$ cat src/rtl/rf_write_arbiter_pkg.sv
// Shared constants and types for the register-file write-port arbiter.
package rf_pkg;

  localparam int XLEN       = 32;
  localparam int NREG       = 32;
  localparam int REG_ADDR_W = 5;

  localparam logic [REG_ADDR_W-1:0] REG_ZERO = 5'd0;

  typedef enum logic {
    REQ_A = 1'b0,
    REQ_B = 1'b1
  } req_id_e;

  typedef struct packed {
    logic [REG_ADDR_W-1:0] rd;
    logic [XLEN-1:0]       data;
  } wb_t;

  function automatic logic is_reg_zero(input logic [REG_ADDR_W-1:0] rd);
    return rd == REG_ZERO;
  endfunction

endpackage

$ cat src/rtl/rf_write_arbiter_if.sv
// Writeback request bundle for the two requesters sharing the write port.
// Handshake: a transfer happens on a rising edge where valid && ready; the
// requester holds valid, rd and data stable until that edge.
interface rf_write_arbiter_if #(
  parameter int XLEN       = rf_pkg::XLEN,
  parameter int REG_ADDR_W = rf_pkg::REG_ADDR_W
);
  logic                  a_valid;
  logic                  a_ready;
  logic [REG_ADDR_W-1:0] a_rd;
  logic [XLEN-1:0]       a_data;
  logic                  b_valid;
  logic                  b_ready;
  logic [REG_ADDR_W-1:0] b_rd;
  logic [XLEN-1:0]       b_data;

  modport master (
    output a_valid, a_rd, a_data, b_valid, b_rd, b_data,
    input  a_ready, b_ready
  );

  modport slave (
    input  a_valid, a_rd, a_data, b_valid, b_rd, b_data,
    output a_ready, b_ready
  );
endinterface

$ cat src/rtl/rf_write_arbiter_scoreboard.sv
// Pending-write scoreboard: one busy bit per register, set wins over clear,
// register x0 never busy.
module rf_scoreboard
  import rf_pkg::*;
#(
  parameter int NREG = rf_pkg::NREG
) (
  input  logic                  clk,
  input  logic                  rst,
  input  logic                  i_set,
  input  logic [REG_ADDR_W-1:0] i_set_rd,
  input  logic                  i_clr,
  input  logic [REG_ADDR_W-1:0] i_clr_rd,
  output logic [NREG-1:0]       o_busy
);

  logic [NREG-1:0] r_busy;
  logic [NREG-1:0] w_busy_next;

  always_comb begin
    w_busy_next = r_busy;
    for (int r = 1; r < NREG; r++) begin
      // A newer producer issued on the commit edge keeps the bit pending.
      if (i_set && (i_set_rd == REG_ADDR_W'(r))) begin
        w_busy_next[r] = 1'b1;
      end else if (i_clr && (i_clr_rd == REG_ADDR_W'(r))) begin
        w_busy_next[r] = 1'b0;
      end
    end
    w_busy_next[0] = 1'b0;
  end

  always_ff @(posedge clk or posedge rst) begin
    if (rst) begin
      r_busy <= '0;
    end else begin
      r_busy <= w_busy_next;
    end
  end

  assign o_busy = r_busy;

endmodule

$ cat src/rtl/rf_write_arbiter.sv
// Fixed-priority (A over B) arbiter for the register file's single write
// port, with a starvation guard for B and registered register-file outputs.
module rf_write_arbiter
  import rf_pkg::*;
#(
  parameter int XLEN       = rf_pkg::XLEN,
  parameter int NREG       = rf_pkg::NREG,
  parameter int STARVE_MAX = 3,
  localparam int CNT_W     = (STARVE_MAX < 4) ? 2 : $clog2(STARVE_MAX + 1)
) (
  input  logic                  clk,
  input  logic                  rst,
  rf_write_arbiter_if.slave     wb,
  input  logic                  busy_set,
  input  logic [REG_ADDR_W-1:0] busy_set_rd,
  output logic                  rf_reg_write,
  output logic [REG_ADDR_W-1:0] rf_write_reg,
  output logic [XLEN-1:0]       rf_write_data,
  output logic [NREG-1:0]       busy,
  output logic [CNT_W-1:0]      o_dbg_starve_cnt
);

  logic [CNT_W-1:0]      r_starve_cnt;
  logic [CNT_W-1:0]      w_starve_next;
  logic                  w_force_b;
  logic                  w_a_ready;
  logic                  w_b_ready;
  logic                  w_grant;
  req_id_e               w_grant_id;
  logic [REG_ADDR_W-1:0] w_sel_rd;
  logic [XLEN-1:0]       w_sel_data;

  logic                  r_reg_write;
  logic [REG_ADDR_W-1:0] r_write_reg;
  logic [XLEN-1:0]       r_write_data;

  always_comb begin
    w_force_b  = wb.b_valid && (r_starve_cnt == CNT_W'(STARVE_MAX));
    // Readies are held low while reset is asserted so nothing is accepted.
    w_a_ready  = !rst && wb.a_valid && !w_force_b;
    w_b_ready  = !rst && wb.b_valid && (w_force_b || !wb.a_valid);
    w_grant    = w_a_ready || w_b_ready;
    w_grant_id = w_b_ready ? REQ_B : REQ_A;
    w_sel_rd   = (w_grant_id == REQ_B) ? wb.b_rd   : wb.a_rd;
    w_sel_data = (w_grant_id == REQ_B) ? wb.b_data : wb.a_data;
  end

  always_comb begin
    w_starve_next = r_starve_cnt;
    if (!wb.b_valid || w_b_ready) begin
      w_starve_next = '0;
    end else if (r_starve_cnt != CNT_W'(STARVE_MAX)) begin
      w_starve_next = r_starve_cnt + CNT_W'(1);
    end
  end

  always_ff @(posedge clk or posedge rst) begin
    if (rst) begin
      r_starve_cnt <= '0;
      r_reg_write  <= 1'b0;
      r_write_reg  <= '0;
      r_write_data <= '0;
    end else begin
      r_starve_cnt <= w_starve_next;
      r_reg_write  <= w_grant && !is_reg_zero(w_sel_rd);
      if (w_grant) begin
        r_write_reg  <= w_sel_rd;
        r_write_data <= w_sel_data;
      end
    end
  end

  rf_scoreboard #(
    .NREG (NREG)
  ) u_scoreboard (
    .clk      (clk),
    .rst      (rst),
    .i_set    (busy_set),
    .i_set_rd (busy_set_rd),
    .i_clr    (r_reg_write),
    .i_clr_rd (r_write_reg),
    .o_busy   (busy)
  );

  assign wb.a_ready       = w_a_ready;
  assign wb.b_ready       = w_b_ready;
  assign rf_reg_write     = r_reg_write;
  assign rf_write_reg     = r_write_reg;
  assign rf_write_data    = r_write_data;
  assign o_dbg_starve_cnt = r_starve_cnt;

endmodule

$ cat src/flat_wrapper.sv
// flat-port wrapper written by rule: the top's interface ports become plain ports
module rf_write_arbiter_flat import rf_pkg::*;
#(
  parameter int XLEN       = rf_pkg::XLEN,
  parameter int NREG       = rf_pkg::NREG,
  parameter int STARVE_MAX = 3,
  localparam int CNT_W     = (STARVE_MAX < 4) ? 2 : $clog2(STARVE_MAX + 1)
)
  (clk, rst, busy_set, busy_set_rd, rf_reg_write, rf_write_reg, rf_write_data, busy, o_dbg_starve_cnt, wb_a_valid, wb_a_rd, wb_a_data, wb_b_valid, wb_b_rd, wb_b_data, wb_a_ready, wb_b_ready);
  rf_write_arbiter_if #(.XLEN(XLEN)) wb_i ();
  input  logic clk;
  input  logic rst;
  input  logic busy_set;
  input  logic [REG_ADDR_W-1:0] busy_set_rd;
  output logic rf_reg_write;
  output logic [REG_ADDR_W-1:0] rf_write_reg;
  output logic [XLEN-1:0] rf_write_data;
  output logic [NREG-1:0] busy;
  output logic [CNT_W-1:0] o_dbg_starve_cnt;
  input wire logic [$bits(wb_i.a_valid)-1:0] wb_a_valid;
  input wire logic [$bits(wb_i.a_rd)-1:0] wb_a_rd;
  input wire logic [$bits(wb_i.a_data)-1:0] wb_a_data;
  input wire logic [$bits(wb_i.b_valid)-1:0] wb_b_valid;
  input wire logic [$bits(wb_i.b_rd)-1:0] wb_b_rd;
  input wire logic [$bits(wb_i.b_data)-1:0] wb_b_data;
  output wire logic [$bits(wb_i.a_ready)-1:0] wb_a_ready;
  output wire logic [$bits(wb_i.b_ready)-1:0] wb_b_ready;
  assign wb_i.a_valid = wb_a_valid;
  assign wb_i.a_rd = wb_a_rd;
  assign wb_i.a_data = wb_a_data;
  assign wb_i.b_valid = wb_b_valid;
  assign wb_i.b_rd = wb_b_rd;
  assign wb_i.b_data = wb_b_data;
  assign wb_a_ready = wb_i.a_ready;
  assign wb_b_ready = wb_i.b_ready;
  rf_write_arbiter #(.XLEN(XLEN), .NREG(NREG), .STARVE_MAX(STARVE_MAX)) u_core (.clk(clk), .rst(rst), .wb(wb_i), .busy_set(busy_set), .busy_set_rd(busy_set_rd), .rf_reg_write(rf_reg_write), .rf_write_reg(rf_write_reg), .rf_write_data(rf_write_data), .busy(busy), .o_dbg_starve_cnt(o_dbg_starve_cnt));
endmodule
$ cat config.mk
export PLATFORM = sky130hd
export DESIGN_NAME = rf_write_arbiter_flat
export DESIGN_NICKNAME = d
export VERILOG_FILES = /design/src/rtl/rf_write_arbiter_pkg.sv /design/src/rtl/rf_write_arbiter_if.sv /design/src/rtl/rf_write_arbiter_scoreboard.sv /design/src/rtl/rf_write_arbiter.sv /design/src/flat_wrapper.sv
export SDC_FILE = /design/constraint.sdc
export NUM_CORES = 1
export LEC_CHECK = 0
export BUFFER_PORTS_ARGS = -buffer_cell sky130_fd_sc_hd__buf_2
export CORE_ASPECT_RATIO = 2
export CORE_MARGIN = 2
export CORE_UTILIZATION = 51
export DETAILED_ROUTE_END_ITERATION = 10
export MAX_ROUTING_LAYER = met4
export PLACE_DENSITY = 0.91
export RECOVER_POWER = 100
export SETUP_SLACK_MARGIN = 0.1
export SKIP_CTS_REPAIR_TIMING = 1
export SYNTH_ARGS = -nofsm -noshare
export SYNTH_HDL_FRONTEND = slang
export SYNTH_SLANG_ARGS = --single-unit
export TNS_END_PERCENT = 30
$ cat constraint.sdc
create_clock -name clk -period 6.4 [get_ports clk]
set_input_delay 1.28 -clock clk [delete_from_list [all_inputs] [get_ports clk]]
set_output_delay 1.28 -clock clk [all_outputs]
set_load 0.03 [all_outputs]
==> metrics.txt, run 1 <==
# TYPE chip_impl_metric gauge
chip_impl_metric{name="power.share.switching",unit="%"} 39.5
chip_impl_metric{name="remaining_drc_errors",unit=""} 0
chip_impl_info{name="cp_cell_sequence",value="clkbuf_1 -> nor2b_1 -> o21ai_0 -> inv_1 -> clkbuf_1"} 1
chip_impl_metric{name="numPortBuffers",unit=""} 156
chip_impl_metric{name="fraction_of_layout_cells_with_a_size_suffix_above_1",unit="%"} 20.3
chip_impl_metric{name="rows",unit=""} 42
chip_impl_metric{name="routed_via_density",unit=""} 5.81
chip_impl_metric{name="floorplan.die_area",unit="um^2"} 7570
chip_impl_metric{name="grt_pass1_vias",unit=""} 3301
chip_impl_metric{name="synth_cell_type_count",unit=""} 34
chip_impl_metric{name="globalRouteOverflowTotal",unit=""} 0
chip_impl_metric{name="power.net_switching",unit="uW"} 666
chip_impl_metric{name="detail_route.wl_per_cell",unit="um"} 16.5
chip_impl_metric{name="synth-seq-area-share",unit="%"} 50.8
chip_impl_metric{name="yosys.area.top_type_share",unit="%"} 50.8
chip_impl_metric{name="clock-skew-final",unit="ns"} 0.00479
chip_impl_metric{name="detail_route.first_pass.iterations",unit=""} 5
chip_impl_metric{name="layout.core_utilization",unit="%"} 67.4
chip_impl_metric{name="wire_length_of_the_first_global_routing_pass",unit="um"} 15600
chip_impl_info{name="cts_root_buffer",value="sky130_fd_sc_hd__clkbuf_16"} 1
chip_impl_metric{name="synth_edf_count",unit=""} 0
chip_impl_metric{name="grt_use_total",unit="%"} 27.4
chip_impl_metric{name="dpl.hpwl",unit="um"} 7320
chip_impl_metric{name="seq_power_share",unit="%"} 38.0
chip_impl_metric{name="netlist_instances",unit=""} 363
chip_impl_metric{name="netlist_area",unit="um^2"} 3500
chip_impl_info{name="worst_path_max_delay_cell",value="sky130_fd_sc_hd__nor2b_1"} 1
chip_impl_info{name="setup_repair_after_global_routing_missed_its_margin",value="false"} 1
chip_impl_metric{name="boundaryPins",unit=""} 158
chip_impl_info{name="synthTopCellsByArea",value="sky130_fd_sc_hd__dfrtp_1 51%, sky130_fd_sc_hd__o21ai_0 13%, sky130_fd_sc_hd__or3b_1 9.3%"} 1
chip_impl_metric{name="clkPwrFrac",unit="%"} 30.0
chip_impl_metric{name="area_overhead_vs_synth",unit="%"} 27.6
chip_impl_metric{name="die-height",unit="um"} 121
chip_impl_metric{name="drt.antenna.violating_nets",unit=""} 0
chip_impl_metric{name="max_slew.worst_pin.slew",unit="ns"} 1.69
chip_impl_metric{name="grt_start_max_net_pins",unit=""} 77
chip_impl_metric{name="leak_pwr",unit="nW"} 1.77
chip_impl_info{name="outcome",value="complete, but fails checks"} 1
chip_impl_metric{name="worstPathArrival",unit="ns"} 3.42
chip_impl_metric{name="core-area",unit="um^2"} 6620
chip_impl_metric{name="cap_viol_max_count",unit=""} 1
chip_impl_metric{name="setup_viol",unit=""} 0
chip_impl_metric{name="timing.final.max_slew_violations",unit=""} 34
chip_impl_metric{name="finalNetCount",unit=""} 593
chip_impl_metric{name="chipWidth",unit="um"} 62.5
chip_impl_info{name="critical-path-top-cell-by-count",value="sky130_fd_sc_hd__clkbuf_1"} 1
chip_impl_metric{name="worstSkewPairLatency",unit="ns"} 0.33
chip_impl_metric{name="power.internal",unit="mW"} 1.02
chip_impl_info{name="cts_tree",value="done"} 1
chip_impl_metric{name="postSynthNetCount",unit=""} 448
chip_impl_info{name="path_class",value="in2out"} 1
chip_impl_metric{name="power.share.combinational",unit="%"} 32.0
chip_impl_metric{name="gp_congestion",unit=""} 0.901
chip_impl_info{name="min-delay-path-class",value="reg2reg"} 1
chip_impl_metric{name="hold_viol",unit=""} 0
chip_impl_info{name="timing.critical_path.to_type",value="primary output"} 1
chip_impl_metric{name="cts.reportedPaths.clkPinSlew",unit="ns"} 0.06
chip_impl_metric{name="power_per_cell_area",unit="nW/um^2"} 378
chip_impl_metric{name="finalWorstPathRequiredPeriod",unit="ns"} 4.70
chip_impl_metric{name="insertedDiodeCount",unit=""} 0
chip_impl_metric{name="worst_ep_required_time",unit="ns"} 5.12
chip_impl_metric{name="number_of_flip_flops_under_the_largest_register_name",unit=""} 32
chip_impl_info{name="dominant_cell_type_by_area_after_synthesis",value="sky130_fd_sc_hd__dfrtp_1"} 1
chip_impl_metric{name="antenna_found_initial",unit=""} 0
chip_impl_metric{name="synthesis.area_per_instance",unit="um^2"} 9.63
chip_impl_info{name="synth-main-ff-cell",value="sky130_fd_sc_hd__dfrtp_1"} 1
chip_impl_metric{name="vdd_ir_drop_max",unit="V"} 0.000181
chip_impl_metric{name="period_utilization",unit="%"} 73.4
chip_impl_metric{name="cts_max_level",unit=""} 3
chip_impl_info{name="synth.top_cells.by_count",value="92 x sky130_fd_sc_hd__o21ai_0, 71 x sky130_fd_sc_hd__dfrtp_1, 43 x sky130_fd_sc_hd__nor2_1"} 1
chip_impl_metric{name="number_of_clock_buffers_inserted_by_tritoncts",unit=""} 9
chip_impl_metric{name="initial_utilization",unit="%"} 52.8
chip_impl_metric{name="max-slew-margin-rel",unit="%"} -12.7
chip_impl_metric{name="clk_path_buf_depth",unit=""} 2
chip_impl_metric{name="critical_path_peak_fanout",unit=""} 33
chip_impl_metric{name="async_flop_share",unit="%"} 100
chip_impl_info{name="setup.worst_path.start_class",value="primary input"} 1
chip_impl_metric{name="cts_sinks",unit=""} 71
chip_impl_metric{name="crit_path_max_incr_delay",unit="ns"} 1.29
chip_impl_metric{name="synth-seq-cells",unit=""} 71
chip_impl_metric{name="routed-via-count",unit=""} 3494
chip_impl_metric{name="ys_warn_count",unit=""} 0
chip_impl_metric{name="detailedRoute.firstIterationViolations",unit=""} 315
chip_impl_info{name="leading_cell_type_by_number_of_instances_after_synthesis",value="sky130_fd_sc_hd__o21ai_0"} 1
chip_impl_metric{name="post_route_setup_tns",unit="ns"} 0
chip_impl_metric{name="clock.fmax",unit="MHz"} 213
chip_impl_info{name="violations",value="capacitance limit, slew limit"} 1
chip_impl_metric{name="wirelength",unit="um"} 9920
## critical path: cells and delay by family
family | cells | cell delay [ns]
and+or+nand+nor | 1 | 1.29
buffers and inverters | 3 | 0.54
AOI/OAI and AO/OA | 1 | 0.31
## layout by cell type, fill, tap and decap left out, types with 5 or more instances in the layout
cell / n
sky130_fd_sc_hd__clkbuf_1: 78
sky130_fd_sc_hd__or3b_1: 37
sky130_fd_sc_hd__o21ai_0: 97
sky130_fd_sc_hd__nand4b_1: 5
sky130_fd_sc_hd__nand2_1: 6
sky130_fd_sc_hd__buf_2: 79
sky130_fd_sc_hd__nand2b_1: 8
sky130_fd_sc_hd__a31oi_1: 37
sky130_fd_sc_hd__clkbuf_16: 9
sky130_fd_sc_hd__nor2_1: 43
sky130_fd_sc_hd__dfrtp_1: 71
## cell type report
cell class,instances,area [um^2]
Clock buffer,11,253
Clock inverter,5,56.3
Fill cell,587,2160
Inverter,2,7.51
Multi-Input combinational cell,265,1550
Sequential cell,71,1780
Tap cell,88,110
Timing Repair Buffer,159,703
## through the flow
step,total power [mW],hold WS [ns],setup WS (ns),instance area [um^2],cells
floorplan,1.02,0.678,2.95,3500,363
global placement,1.20,0.474,2.43,4260,585
detailed placement,1.22,0.483,2.39,4260,585
CTS,1.72,0.496,2.39,4570,601
global route,1.77,0.544,1.34,4460,601
finish,1.69,0.494,1.70,4460,601
## path summary, 6_finish.rpt
kind / cells past startpoint / startpoint / slack [ns] / end
hold / removal: 2 / u_core.u_scoreboard.o_busy[2]$_DFFE_PP0P_ / 0.49 / u_core.u_scoreboard.o_busy[2]$_DFFE_PP0P_
max in group asynchronous: 3 / rst / 4.54 / u_core.u_scoreboard.o_busy[17]$_DFFE_PP0P_
min in group asynchronous: 3 / rst / 1.27 / u_core.rf_write_data[8]$_DFFE_PP0P_
setup / recovery: 5 / wb_a_valid / 1.70 / wb_a_ready
hold reg to reg: 2 / u_core.u_scoreboard.o_busy[2]$_DFFE_PP0P_ / 0.49 / u_core.u_scoreboard.o_busy[2]$_DFFE_PP0P_
setup reg to reg: 5 / u_core.o_dbg_starve_cnt[0]$_DFFE_PP0P_ / 2.91 / u_core.rf_write_data[0]$_DFFE_PP0P_
## metal layers
metal / global-route usage (%) / vias up / share of wire [%]
met5: - / - / 0
li1: - / 1626 / -
met4: 17.6 / 0 / 4.6
met1: 28.1 / 1636 / 35
met2: 48.3 / 193 / 54
met3: 3.80 / 39 / 6.1
## kinds of logic (layout without fill, tap and decap cells)
kind of cell | count (synthesis) | count (layout) | share of synthesized area (%)
compound gates | 141 | 141 | 21.9
simple gates | 122 | 122 | 22.2
flops | 71 | 71 | 50.8
buf+inv | 27 | 177 | 4.65
fa+ha+maj | 1 | 1 | 0.358
other cells | 1 | 1 | 0.107
## power by group through the flow
| stage | combinational, mW | sequential [mW] | clock [mW] |
|---|---|---|---|
| floorplan | 0.150 | 0.871 | 0 |
| global placement | 0.562 | 0.635 | 0 |
| detailed placement | 0.576 | 0.643 | 0 |
| CTS | 0.577 | 0.635 | 0.511 |
| global route | 0.581 | 0.656 | 0.536 |
| finish | 0.540 | 0.641 | 0.506 |
No activity file was read; power rests on OpenSTA's default activity.
==> run 2, diff against run 1 <==
--- a/config.mk
+++ b/config.mk
@@ -8,10 +8,10 @@
 export BUFFER_PORTS_ARGS = -buffer_cell sky130_fd_sc_hd__buf_2
 export CORE_ASPECT_RATIO = 2
 export CORE_MARGIN = 2
-export CORE_UTILIZATION = 51
+export CORE_UTILIZATION = 43
 export DETAILED_ROUTE_END_ITERATION = 10
 export MAX_ROUTING_LAYER = met4
-export PLACE_DENSITY = 0.91
+export PLACE_DENSITY = 0.82
 export RECOVER_POWER = 100
 export SETUP_SLACK_MARGIN = 0.1
 export SKIP_CTS_REPAIR_TIMING = 1
==> constraint.sdc (replaced) <==
create_clock -name clk -period 4.32 [get_ports clk]
set_input_delay 0.864 -clock clk [delete_from_list [all_inputs] [get_ports clk]]
set_output_delay 0.864 -clock clk [all_outputs]
set_load 0.03 [all_outputs]
==> run 2 against run 1 <==
  * The run still ends with capacitance limit, slew limit left
  * Via count down 3.4%
  * Clock-buffer cell count down 2
  * Critical path depth unchanged
  * Clock power up 68%
  * Global-route usage down 4.0 points
  * Combinational power up 47%
  * Final cell count up 1.5%
  * Worst hold slack better by 0.012 ns
  * Total power up 54%
  * First-iteration DRC count down 6.0%
  * Critical endpoint unchanged
  * Largest cell class unchanged
==> metrics.txt, run 2 (synthesis gave the netlist of run 1 again) <==
# TYPE chip_impl_metric gauge
chip_impl_metric{name="seq_power_share",unit="%"} 36.6
chip_impl_metric{name="clkPwrFrac",unit="%"} 32.7
chip_impl_metric{name="setup_viol",unit=""} 0
chip_impl_metric{name="routed-via-count",unit=""} 3376
chip_impl_metric{name="power.internal",unit="mW"} 1.60
chip_impl_metric{name="drt.antenna.violating_nets",unit=""} 0
chip_impl_metric{name="cts_sinks",unit=""} 71
chip_impl_metric{name="timing.final.max_slew_violations",unit=""} 56
chip_impl_metric{name="max_slew.worst_pin.slew",unit="ns"} 2.06
chip_impl_metric{name="power.net_switching",unit="uW"} 993
chip_impl_metric{name="detail_route.first_pass.iterations",unit=""} 5
chip_impl_metric{name="clock-skew-final",unit="ns"} 0.00538
chip_impl_metric{name="numPortBuffers",unit=""} 156
chip_impl_metric{name="grt_start_max_net_pins",unit=""} 77
chip_impl_info{name="cts_tree",value="done"} 1
chip_impl_metric{name="period_utilization",unit="%"} 73.4
chip_impl_info{name="setup_repair_after_global_routing_missed_its_margin",value="false"} 1
chip_impl_metric{name="grt_use_total",unit="%"} 23.3
chip_impl_metric{name="power.share.switching",unit="%"} 38.3
chip_impl_info{name="hold_start",value="u_core.u_scoreboard.o_busy[15]$_DFFE_PP0P_"} 1
chip_impl_metric{name="clock.fmax",unit="MHz"} 315
chip_impl_info{name="worst_path_max_delay_cell",value="sky130_fd_sc_hd__nand2b_4"} 1
chip_impl_metric{name="hold_depth",unit=""} 2
chip_impl_info{name="regToRegStartpoint",value="u_core.o_dbg_starve_cnt[0]$_DFFE_PP0P_"} 1
chip_impl_info{name="setup.worst_path.start_class",value="primary input"} 1
chip_impl_metric{name="chipWidth",unit="um"} 67.8
chip_impl_metric{name="globalRouteOverflowTotal",unit=""} 0
chip_impl_metric{name="antenna_found_initial",unit=""} 1
chip_impl_info{name="cp_cell_sequence",value="clkbuf_1 -> nand2b_4 -> o21ai_0 -> inv_1 -> clkbuf_1"} 1
chip_impl_info{name="violations",value="capacitance limit, slew limit"} 1
chip_impl_metric{name="vdd_ir_drop_max",unit="V"} 0.000325
chip_impl_metric{name="finalWorstPathRequiredPeriod",unit="ns"} 3.17
chip_impl_metric{name="worst_ep_required_time",unit="ns"} 3.46
chip_impl_info{name="hold_end",value="u_core.u_scoreboard.o_busy[15]$_DFFE_PP0P_"} 1
chip_impl_info{name="outcome",value="complete, but fails checks"} 1
chip_impl_metric{name="clk_path_buf_depth",unit=""} 2
chip_impl_metric{name="boundaryPins",unit=""} 158
chip_impl_metric{name="finalNetCount",unit=""} 593
chip_impl_metric{name="routed_via_density",unit=""} 5.53
chip_impl_metric{name="cap_viol_max_count",unit=""} 1
chip_impl_metric{name="max-slew-margin-rel",unit="%"} -37.4
chip_impl_metric{name="worstSkewPairLatency",unit="ns"} 0.33
chip_impl_metric{name="layout.cell_area.non_filler",unit="um^2"} 4520
chip_impl_metric{name="hold_viol",unit=""} 0
chip_impl_metric{name="initial_utilization",unit="%"} 44.3
chip_impl_info{name="critical_path.startpoint",value="rst"} 1
chip_impl_metric{name="worstPathArrival",unit="ns"} 2.31
chip_impl_metric{name="number_of_clock_buffers_inserted_by_tritoncts",unit=""} 9
chip_impl_metric{name="critical_path_peak_fanout",unit=""} 76
chip_impl_metric{name="rows",unit=""} 46
chip_impl_metric{name="floorplan.die_area",unit="um^2"} 8910
chip_impl_metric{name="number_of_flip_flops_under_the_largest_register_name",unit=""} 32
chip_impl_metric{name="die-height",unit="um"} 132
chip_impl_info{name="path_class",value="in2out"} 1
chip_impl_metric{name="cts_max_level",unit=""} 3
chip_impl_metric{name="post_route_setup_tns",unit="ns"} 0
chip_impl_info{name="final_cell_mix",value="97 x sky130_fd_sc_hd__o21ai_0, 80 x sky130_fd_sc_hd__buf_2, 77 x sky130_fd_sc_hd__clkbuf_1"} 1
chip_impl_metric{name="ff2ff_setup_slack",unit="ns"} 2.35
chip_impl_metric{name="detailedRoute.firstIterationViolations",unit=""} 296
chip_impl_metric{name="core-area",unit="um^2"} 7890
chip_impl_metric{name="gp_congestion",unit=""} 0.861
chip_impl_metric{name="cts.reportedPaths.clkPinSlew",unit="ns"} 0.06
chip_impl_metric{name="leak_pwr",unit="nW"} 1.80
chip_impl_info{name="crit-reg2reg-capture",value="u_core.rf_write_data[17]$_DFFE_PP0P_"} 1
chip_impl_metric{name="detail_route.wl_per_cell",unit="um"} 16.0
chip_impl_metric{name="grt_pass1_vias",unit=""} 3332
chip_impl_metric{name="fraction_of_layout_cells_with_a_size_suffix_above_1",unit="%"} 20.7
chip_impl_metric{name="remaining_drc_errors",unit=""} 0
chip_impl_info{name="timing.critical_path.to_type",value="primary output"} 1
chip_impl_metric{name="area_overhead_vs_synth",unit="%"} 29.2
chip_impl_metric{name="wire_length_of_the_first_global_routing_pass",unit="um"} 15500
chip_impl_metric{name="dpl-instance-area",unit="um^2"} 4270
chip_impl_info{name="final_common_cell",value="sky130_fd_sc_hd__o21ai_0"} 1
chip_impl_info{name="cts_root_buffer",value="sky130_fd_sc_hd__clkbuf_16"} 1
chip_impl_metric{name="dpl.hpwl",unit="um"} 7160
chip_impl_metric{name="wirelength",unit="um"} 9740
chip_impl_metric{name="power_per_cell_area",unit="nW/um^2"} 574
chip_impl_info{name="critical-path-top-cell-by-count",value="sky130_fd_sc_hd__clkbuf_1"} 1
chip_impl_metric{name="crit_path_max_incr_delay",unit="ns"} 0.57
chip_impl_metric{name="power.share.combinational",unit="%"} 30.7
chip_impl_info{name="min-delay-path-class",value="reg2reg"} 1
chip_impl_metric{name="logic_depth_of_the_worst_register_to_register_path",unit=""} 5
-- run 2: power by group through the flow --
stage | combinational (mW) | clock, mW | sequential, mW
floorplan | 0.222 | 0 | 1.29
global placement | 0.832 | 0 | 0.946
detailed placement | 0.850 | 0 | 0.956
CTS | 0.856 | 0.867 | 0.945
global route | 0.863 | 0.897 | 0.971
finish | 0.795 | 0.849 | 0.950
-- run 2: layer usage --
layer	part of all wire, %	track usage, %	vias up	routed length [um]
met4	3.3	12.9	0	317
li1	-	-	1626	-
met1	36	25.1	1561	3510
met2	55	38.7	159	5360
met3	5.7	4.28	30	551
met5	0	-	-	0
-- run 2: area by class of cell --
cell class | count | area, um^2
clock buffer | 9 | 225
tap | 96 | 120
fill | 737 | 3370
multi-input combinational | 265 | 1560
inverter | 2 | 7.51
antenna | 1 | 2.50
sequential | 71 | 1780
timing repair buffer | 159 | 704
clock inverter | 7 | 120
-- run 2: metrics by stage --
step	setup WS (ns)	instances	util, %	hold slack [ns]	power (mW)
after floorplan	1.66	363	-	0.678	1.51
after global placement	1.39	593	54.1	0.476	1.78
after detailed placement	1.33	593	54.1	0.488	1.81
after CTS	1.25	609	58.5	0.501	2.67
after global routing	0.898	610	57.3	0.549	2.73
final	1.15	610	57.3	0.506	2.59
-- run 2: worst max-delay path by stage --
stage	end	slack, ns	depth (start not counted)
CTS	wb_b_ready	1.25	5
global placement	wb_b_ready	1.39	5
finish	wb_a_ready	1.15	5
floorplan	u_core.o_dbg_starve_cnt[0]$_DFFE_PP0P_	1.66	1
global route	u_core.u_scoreboard.o_busy[8]$_DFFE_PP0P_	0.90	3
detailed placement	wb_b_ready	1.33	5
-- run 2: worst max-delay path: cells and delay by family --
kind                   cells  cell delay, ns
buffers and inverters      3            0.62
and+or+nand+nor            1            0.57
AOI/OAI and AO/OA          1            0.26
==> run 3, diff against run 2 <==
==> constraint.sdc (replaced) <==
create_clock -name clk -period 2.57 [get_ports clk]
set_input_delay 0.514 -clock clk [delete_from_list [all_inputs] [get_ports clk]]
set_output_delay 0.514 -clock clk [all_outputs]
set_load 0.03 [all_outputs]
==> run 3 against run 2 <==
  * The flow now finishes without violations
  * Via count is 0.18% higher
  * Non-clock buffer count up 4
  * Total power up 61%
  * Wire length about the same
  * Worst hold slack worse by 0.063 ns
  * First-iteration DRC count fell by 18%
  * Critical endpoint unchanged
  * Highest routed layer unchanged
==> metrics.txt, run 3 (synthesis gave the netlist of run 1 again) <==
# TYPE chip_impl_metric gauge
chip_impl_info{name="outcome",value="completed"} 1
chip_impl_metric{name="leak_pwr",unit="nW"} 1.79
chip_impl_metric{name="power.internal",unit="mW"} 2.50
chip_impl_metric{name="hold_viol",unit=""} 0
chip_impl_metric{name="setup_viol",unit=""} 0
chip_impl_metric{name="chipWidth",unit="um"} 67.8
chip_impl_info{name="cp_cell_sequence",value="ha_1 -> nor2b_4 -> o21ai_0 -> inv_1 -> buf_2"} 1
chip_impl_metric{name="seq_power_share",unit="%"} 38.0
chip_impl_metric{name="post_route_setup_tns",unit="ns"} 0
chip_impl_info{name="regToRegStartpoint",value="u_core.o_dbg_starve_cnt[0]$_DFFE_PP0P_"} 1
chip_impl_metric{name="clock-skew-final",unit="ns"} 0.00686
chip_impl_metric{name="numPortBuffers",unit=""} 156
chip_impl_metric{name="power.share.switching",unit="%"} 40.2
chip_impl_metric{name="cts.reportedPaths.clkPinSlew",unit="ns"} 0.06
chip_impl_info{name="hold_start",value="wb_a_data[25]"} 1
chip_impl_metric{name="die-height",unit="um"} 132
chip_impl_metric{name="area_overhead_vs_synth",unit="%"} 28.6
chip_impl_metric{name="crit_path_max_incr_delay",unit="ns"} 0.41
chip_impl_metric{name="grt_start_max_net_pins",unit=""} 75
chip_impl_metric{name="cp_num_buf_inv",unit=""} 2
chip_impl_metric{name="vdd_ir_drop_max",unit="V"} 0.000443
chip_impl_metric{name="fraction_of_layout_cells_with_a_size_suffix_above_1",unit="%"} 21.5
chip_impl_metric{name="max_slew.worst_pin.slew",unit="ns"} 1.05
chip_impl_metric{name="routed-via-count",unit=""} 3382
chip_impl_info{name="worst_path_max_delay_cell",value="sky130_fd_sc_hd__dfrtp_1"} 1
chip_impl_metric{name="power.net_switching",unit="mW"} 1.68
chip_impl_info{name="timing.critical_path.to_type",value="primary output"} 1
chip_impl_metric{name="clkPwrFrac",unit="%"} 30.1
chip_impl_metric{name="grt_pass1_vias",unit=""} 3240
chip_impl_info{name="cts_tree",value="done"} 1
chip_impl_metric{name="grt_use_total",unit="%"} 23.3
chip_impl_metric{name="cap_viol_max_count",unit=""} 0
chip_impl_metric{name="wirelength",unit="um"} 9740
chip_impl_info{name="setup_repair_after_global_routing_missed_its_margin",value="false"} 1
chip_impl_metric{name="boundaryPins",unit=""} 158
chip_impl_metric{name="initial_utilization",unit="%"} 44.3
chip_impl_metric{name="critical_path_peak_fanout",unit=""} 16
chip_impl_metric{name="core-area",unit="um^2"} 7890
chip_impl_info{name="final_cell_mix",value="97 x sky130_fd_sc_hd__o21ai_0, 83 x sky130_fd_sc_hd__buf_2, 76 x sky130_fd_sc_hd__clkbuf_1"} 1
chip_impl_metric{name="rows",unit=""} 46
chip_impl_info{name="min-delay-path-class",value="in2reg"} 1
chip_impl_metric{name="finalNetCount",unit=""} 597
chip_impl_info{name="path_class",value="reg2out"} 1
chip_impl_metric{name="ff2ff_setup_slack",unit="ns"} 0.54
chip_impl_metric{name="max-slew-margin-rel",unit="%"} 30.0
chip_impl_info{name="hold_end",value="u_core.rf_write_data[25]$_DFFE_PP0P_"} 1
chip_impl_info{name="cts_root_buffer",value="sky130_fd_sc_hd__clkbuf_16"} 1
chip_impl_metric{name="power.share.combinational",unit="%"} 31.9
chip_impl_info{name="setup.worst_path.start_class",value="flip-flop"} 1
chip_impl_metric{name="detail_route.wl_per_cell",unit="um"} 15.9
chip_impl_metric{name="globalRouteOverflowTotal",unit=""} 0
chip_impl_metric{name="remaining_drc_errors",unit=""} 0
chip_impl_metric{name="finalWorstPathRequiredPeriod",unit="ns"} 2.32
chip_impl_metric{name="layout.core_utilization",unit="%"} 57.0
chip_impl_metric{name="power_per_cell_area",unit="nW/um^2"} 931
chip_impl_metric{name="hold_depth",unit=""} 3
chip_impl_metric{name="floorplan.die_area",unit="um^2"} 8910
chip_impl_info{name="final_common_cell",value="sky130_fd_sc_hd__o21ai_0"} 1
chip_impl_metric{name="worst_ep_required_time",unit="ns"} 2.06
chip_impl_info{name="crit-reg2reg-capture",value="u_core.rf_write_data[5]$_DFFE_PP0P_"} 1
chip_impl_metric{name="number_of_flip_flops_under_the_largest_register_name",unit=""} 32
chip_impl_metric{name="worstSkewPairLatency",unit="ns"} 0.34
chip_impl_metric{name="worstPathArrival",unit="ns"} 1.80
chip_impl_metric{name="gp_congestion",unit=""} 0.830
chip_impl_metric{name="dpl.hpwl",unit="um"} 7420
chip_impl_metric{name="antenna_found_initial",unit=""} 1
chip_impl_metric{name="clk_path_buf_depth",unit=""} 2
chip_impl_metric{name="wire_length_of_the_first_global_routing_pass",unit="um"} 15300
chip_impl_info{name="cp_top_family",value="flip-flops"} 1
chip_impl_metric{name="cts_sinks",unit=""} 71
chip_impl_metric{name="logic_depth_of_the_worst_register_to_register_path",unit=""} 5
chip_impl_metric{name="number_of_clock_buffers_inserted_by_tritoncts",unit=""} 9
chip_impl_metric{name="drt.antenna.violating_nets",unit=""} 0
chip_impl_metric{name="detailedRoute.firstIterationViolations",unit=""} 243
chip_impl_metric{name="timing.final.max_slew_violations",unit=""} 0
chip_impl_metric{name="routed_via_density",unit=""} 5.51
chip_impl_metric{name="period_utilization",unit="%"} 90.1
chip_impl_metric{name="cts_max_level",unit=""} 3
chip_impl_metric{name="detail_route.first_pass.iterations",unit=""} 4
chip_impl_metric{name="clock.fmax",unit="MHz"} 432
[run 3: cell types whose count changed in the layout (fill, tap and decap cells not counted), moves of 2 or more]
cell,change
sky130_fd_sc_hd__buf_2,+3
sky130_fd_sc_hd__bufinv_16,-2
sky130_fd_sc_hd__clkbuf_2,+2
sky130_fd_sc_hd__clkinv_4,+3
[run 3: cell type report]
| class | instances | area (um^2) |
|---|---|---|
| clock inverter | 7 | 81.3 |
| sequential | 71 | 1780 |
| antenna | 1 | 2.50 |
| clock buffer | 9 | 225 |
| timing repair buffer | 163 | 726 |
| tap | 96 | 120 |
| fill | 730 | 3390 |
| inverter | 2 | 7.51 |
| multi-input combinational | 265 | 1560 |
[run 3: worst reg2reg max path: cells and delay by family (launching register included)]
| kind | cells | cell delay (ns) |
|---|---|---|
| fa+ha+maj | 1 | 0.29 |
| flops | 1 | 0.41 |
| simple gates | 2 | 0.50 |
| buf+inv | 1 | 0.58 |
| compound gates | 1 | 0.08 |
[run 3: power by group through the flow]
stage | logic, mW | clock network (mW) | registers, mW
6_report | 1.34 | 1.26 | 1.59
3_3_place_gp | 1.40 | 0 | 1.59
5_1_grt | 1.45 | 1.33 | 1.64
2_1_floorplan | 0.373 | 0 | 2.17
3_5_place_dp | 1.44 | 0 | 1.60
4_1_cts | 1.44 | 1.27 | 1.59
[run 3: metal layers]
layer | vias to the layer above | global-route usage, % | part of all wire [%]
li1 | 1634 | - | -
met1 | 1584 | 25.4 | 37
met2 | 144 | 39.8 | 54
met3 | 20 | 2.23 | 5.2
met4 | 0 | 12.6 | 3.0
met5 | - | - | 0
[run 3: worst max path at each step]
stage | startpoint | cells past startpoint | endpoint | slack [ns]
final | u_core.o_dbg_starve_cnt[0]$_DFFE_PP0P_ | 5 | wb_a_ready | 0.25
after global routing | rst | 3 | u_core.rf_write_data[15]$_DFFE_PP0P_ | 0.16
after CTS | u_core.o_dbg_starve_cnt[0]$_DFFE_PP0P_ | 5 | wb_a_ready | 0.26
after detailed placement | rst | 5 | wb_a_ready | 0.54
after global placement | rst | 5 | wb_a_ready | 0.59
after floorplan | rst | 1 | u_core.o_dbg_starve_cnt[0]$_DFFE_PP0P_ | 0.26
[run 3: through the flow]
stage          cell area (um^2)  worst slack, ns  hold slack [ns]  instances  total power [mW]
4_1_cts                    4610            0.263            0.313        613              4.30
5_1_grt                    4500            0.164            0.452        614              4.42
6_report                   4500            0.254            0.443        614              4.18
3_3_place_gp               4300            0.594            0.477        597              2.99
2_1_floorplan              3500            0.259            0.643        363              2.54
3_5_place_dp               4300            0.535            0.491        597              3.04
